### src/rtl/sar_search.sv
// sar_search: successive-approximation (binary) search controller.
// Drives a trial code to an external magnitude comparator and resolves the
// target value MSB first, one bit per cycle, with early exit on "equal".
module sar_search #(
   parameter int WIDTH = 3
) (
   input  logic             clk,
   input  logic             rst_n,
   input  logic             start,
   input  logic             cmp_l,
   input  logic             cmp_e,
   input  logic             cmp_g,
   output logic [WIDTH-1:0] guess,
   output logic             busy,
   output logic             done,
   output logic [WIDTH-1:0] result,
   output logic             err
);

   // index must address WIDTH bits; keep at least one bit for WIDTH==1
   localparam int IW = (WIDTH > 1) ? $clog2(WIDTH) : 1;

   localparam logic [1:0] ST_IDLE = 2'd0;
   localparam logic [1:0] ST_TEST = 2'd1;
   localparam logic [1:0] ST_DONE = 2'd2;

   localparam logic [WIDTH-1:0] GUESS_INIT = WIDTH'(1) << (WIDTH - 1);
   localparam logic [IW-1:0]    IDX_INIT   = IW'(WIDTH - 1);

   logic [1:0]       r_state;
   logic [WIDTH-1:0] r_guess;
   logic [WIDTH-1:0] r_result;
   logic [IW-1:0]    r_idx;
   logic             r_err;

   logic [WIDTH-1:0] w_bit;
   logic [WIDTH-1:0] w_next_bit;
   logic [WIDTH-1:0] w_decided;
   logic             w_onehot;

   // bit under test and the one to try next, as masks (avoids narrow indexing)
   assign w_bit      = WIDTH'(1) << r_idx;
   assign w_next_bit = w_bit >> 1;

   // a valid comparator answer has exactly one of L/E/G high
   assign w_onehot = ( cmp_l & ~cmp_e & ~cmp_g) |
                     (~cmp_l &  cmp_e & ~cmp_g) |
                     (~cmp_l & ~cmp_e &  cmp_g);

   // "less" means the trial bit overshot the target and must be dropped
   assign w_decided = cmp_l ? (r_guess & ~w_bit) : r_guess;

   // search FSM: IDLE waits for start, TEST resolves one bit per edge,
   // DONE is a single-cycle result strobe
   always_ff @(posedge clk or negedge rst_n) begin
      if (!rst_n) begin
         r_state  <= ST_IDLE;
         r_guess  <= '0;
         r_result <= '0;
         r_idx    <= '0;
         r_err    <= 1'b0;
      end else begin
         case (r_state)
            ST_IDLE: begin
               if (start) begin
                  r_guess <= GUESS_INIT;
                  r_idx   <= IDX_INIT;
                  r_err   <= 1'b0;
                  r_state <= ST_TEST;
               end
            end
            ST_TEST: begin
               if (!w_onehot) begin
                  // malformed response: report the trial we were on
                  r_err    <= 1'b1;
                  r_result <= r_guess;
                  r_state  <= ST_DONE;
               end else if (cmp_e) begin
                  r_result <= r_guess;
                  r_state  <= ST_DONE;
               end else if (r_idx != '0) begin
                  r_guess <= w_decided | w_next_bit;
                  r_idx   <= r_idx - IW'(1);
               end else begin
                  // last bit decided; the code is complete
                  r_guess  <= w_decided;
                  r_result <= w_decided;
                  r_state  <= ST_DONE;
               end
            end
            ST_DONE: begin
               // start is not looked at here, so a request this cycle is dropped
               r_state <= ST_IDLE;
            end
            default: begin
               r_state <= ST_IDLE;
            end
         endcase
      end
   end

   // status decoded from the state register only
   assign busy   = (r_state == ST_TEST);
   assign done   = (r_state == ST_DONE);
   assign guess  = r_guess;
   assign result = r_result;
   assign err    = r_err;

endmodule
### config.mk
export PLATFORM = sky130hd
export DESIGN_NAME = sar_search
export DESIGN_NICKNAME = d
export VERILOG_FILES = /design/src/rtl/sar_search.sv
export SDC_FILE = /design/constraint.sdc
export NUM_CORES = 1
export LEC_CHECK = 0
export ABC_AREA = 1
export CORE_MARGIN = 1
export CORE_UTILIZATION = 30
export DETAILED_ROUTE_END_ITERATION = 10
export SETUP_SLACK_MARGIN = 0.2
export SYNTH_ARGS = -nofsm -noshare
export SYNTH_HDL_FRONTEND = slang
export SYNTH_SLANG_ARGS = --single-unit
### constraint.sdc
create_clock -name clk -period 1.53 [get_ports clk]
set_input_delay 0.153 -clock clk [delete_from_list [all_inputs] [get_ports clk]]
set_output_delay 0.153 -clock clk [all_outputs]
set_load 0.01 [all_outputs]
==> results.yml <==
sta:
  setup-tns-final_ns: 0
  clock_skew_ns: 0.001990
  hold_viol: 0
  max_freq_ghz: 0.8017
  setup_viol: 0
  holdWs_ns: 0.2142
  tightest_slew_ns: 0.4813
  drv_slew: 0
  rsz0062_at_grt: "false"
  max-slew-margin-rel: 0.6781
  fin_crit_sh: 0.8153
  min_period_ns: 1.247
place:
  io_buffers: 14
  dp_hpwl_mm: 1.233
  gp_congestion: 0.8808
detailed_routing:
  dr.pass1.iters: 4
  via_count: 676
  drt_iter0_drc: 20
  via_per_inst: 4.863
  drc_errors: 0
  routed_wl_mm: 1.672
  dr_wl_met3_um: 84
  wl_met1_um: 726
  avgRoutedWirePerCell_um: 12.03
  ant_nets: 0
  wl_met2_um: 849
  topRoutingLayerUsed: "met4"
worst_setup_path:
  r2r_cells: 7
  critPathRequiredTime_ns: 1.38
  regToRegSetupSlack_ns: 0.28
  cp.arrival_ns: 1.09
  crit_path_start_kind: "register"
  critical_path.max_fanout: 4
  crit_chain: "inv_2 > nand2_4 > inv_2 > clkdlybuf4s15_1"
  cp-end-kind: "primary output"
  crit_slowest_cell: "dfrtp_1"
  crit_top_cell: "inv_2"
  max_stage_delay_ns: 0.39
  critPathKind: "reg2out"
floorplanning:
  start_util: 0.3221
  core_area_sq_um: 2233
  num_rows: 17
  die_area_sq_um: 2598
  die_x_um: 50.97
  die_h_um: 50.97
  pin_count: 15
clocking:
  clk_pin_slew_ns: 0.07
  cts_buffers: 3
  cts_max_path_buffers: 2
  cts.sinks: 11
  htree_num_levels: 1
  cts_hold_buf: 0
  cts-root-buf: "clkbuf_4"
  cts_tree: "done"
  clk_latency_ns: 0.26
min_path:
  min_path_type: "in2async"
final_layout:
  final_nets: 121
  n_fill_cell: 240
  area_growth_pct: 31.30
  diodes: 0
  drive_gt1_frac: 0.1892
power_and_ir_drop:
  p_per_area_nw_per_um2: 1482
  clock_power_share: 0.139
  leakage_uw: 0.0005625
  p_sw_uw: 612.3
  irDropWorstVdd_mv: 0.9479
  finalPower_uw: 1400
  swShare: 0.4374
  p_seq_frac: 0.335
  combPwrFrac: 0.526
  p_int_uw: 787.6
synthesis:
  ys_warn_count: 0
  synth_area_leader_cell: "dfrtp_1"
  avgSynthCellArea_sq_um: 7.906
  ys_types: 18
  syn_area_sq_um: 719.4
  yosysSeqAreaShare: 0.3826
  yosysTopAreaCellShare: 0.3826
  synth.area.top_cells: "dfrtp_1, nand2_1, nand3_1"
  synth_seq_cells: 11
  synthCells: 91
  syn_nets: 100
run:
  drv_cap: 0
global_routing:
  overflow: 0
  antenna_found_initial: 0
  grt_pass1_vias: 606
  grt_pass1_wl_mm: 2.628
  grt_max_degree: 12
  grtUsageTotal: 0.1376
status:
  status: "finished, final reports clean"
-- synthesized netlist by cell type --
cell     count
a31oi_1      2
a21oi_1      2
buf_6        2
inv_1       13
dfrtp_1     11
nor2_2       1
ha_1         3
nand2_2      5
o21ai_0      1
nand2_1     21
nand3_4      1
nand3_2      3
inv_2        1
nor2_1       5
o21ai_4      1
o22ai_1      1
nand3_1     11
nand4_1      7
-- flip-flops by register name, summed over array words and instances, names as in the netlist --
signal   cells
guess        3
result       3
r_idx        2
r_state      2
err          1
-- per-layer routing --
layer	global-route usage	vias to the layer above
met5	0	-
met4	0.02778	0
met3	0.04464	2
met2	0.2412	14
met1	0.1627	320
li1	-	340
-- critical path, delay by kind of cell, from the launching register on --
| family | cells | cell delay (ns) |
|---|---|---|
| buffers and inverters | 3 | 0.37 |
| flip-flops | 1 | 0.39 |
| AND/OR/NAND/NOR | 1 | 0.07 |
-- kinds of logic after synthesis --
| group | count (synthesis) | share of synthesized area |
|---|---|---|
| simple gates | 54 | 0.3913 |
| compound gates | 7 | 0.06957 |
| fa+ha+maj | 3 | 0.05218 |
| buf+inv | 16 | 0.1043 |
| flops | 11 | 0.3826 |
-- through the flow --
stage,cell area (sq um),worst slack (ns),std cells,utilization
final,944.7,0.2826,139,0.4230
after global routing,944.7,0.2109,139,0.4230
after CTS,915.9,0.2006,138,0.4101
after detailed placement,887.1,0.08414,133,0.3972
after global placement,887.1,0.1213,133,0.3972
after floorplan,719.4,0.4239,91,-
-- layout by cell type, fill, tap and decap left out, types with 2 or more instances in the layout --
master	instances
nand3_2	3
nor2_1	5
nand4_1	7
nand3_1	11
dlygate4sd2_1	3
nand2_2	4
dlymetal6s2s_1	5
inv_2	2
clkbuf_4	3
inv_1	12
a31oi_1	2
a21oi_1	2
buf_4	4
ha_1	2
clkdlybuf4s50_1	5
nand2_1	21
dfrtp_1	11
-- cell type report --
class,instances,area (sq um),area share
Clock buffer,4,26.28,0.02781
Inverter,14,52.55,0.05563
Multi-Input combinational cell,64,376.6,0.3987
Sequential cell,11,275.3,0.2914
Tap cell,28,35.03,0.03709
Timing Repair Buffer,18,178.9,0.1894
-- power groups by stage --
stage / clock network, uW / registers (uW) / logic, uW
3_3_place_gp: 0 / 468 / 712
2_1_floorplan: 0 / 473 / 457
6_report: 194 / 469 / 736
5_1_grt: 214 / 482 / 815
4_1_cts: 201 / 466 / 699
3_5_place_dp: 0 / 472 / 716
-- path summary, 6_finish.rpt --
kind | from | to
min | rst_n | r_idx[0]
max reg2reg | r_idx[0] | guess[1]
min in group clk | err | err
max in group asynchronous | rst_n | r_idx[1]
max | r_state[1] | busy
min reg2reg | err | err
-- timing repair --
action,CTS,global route
setup endpoints to repair,5,14
buffers inserted,1,1
gates resized for setup,4,10
Power figures use the tool's default switching activity.
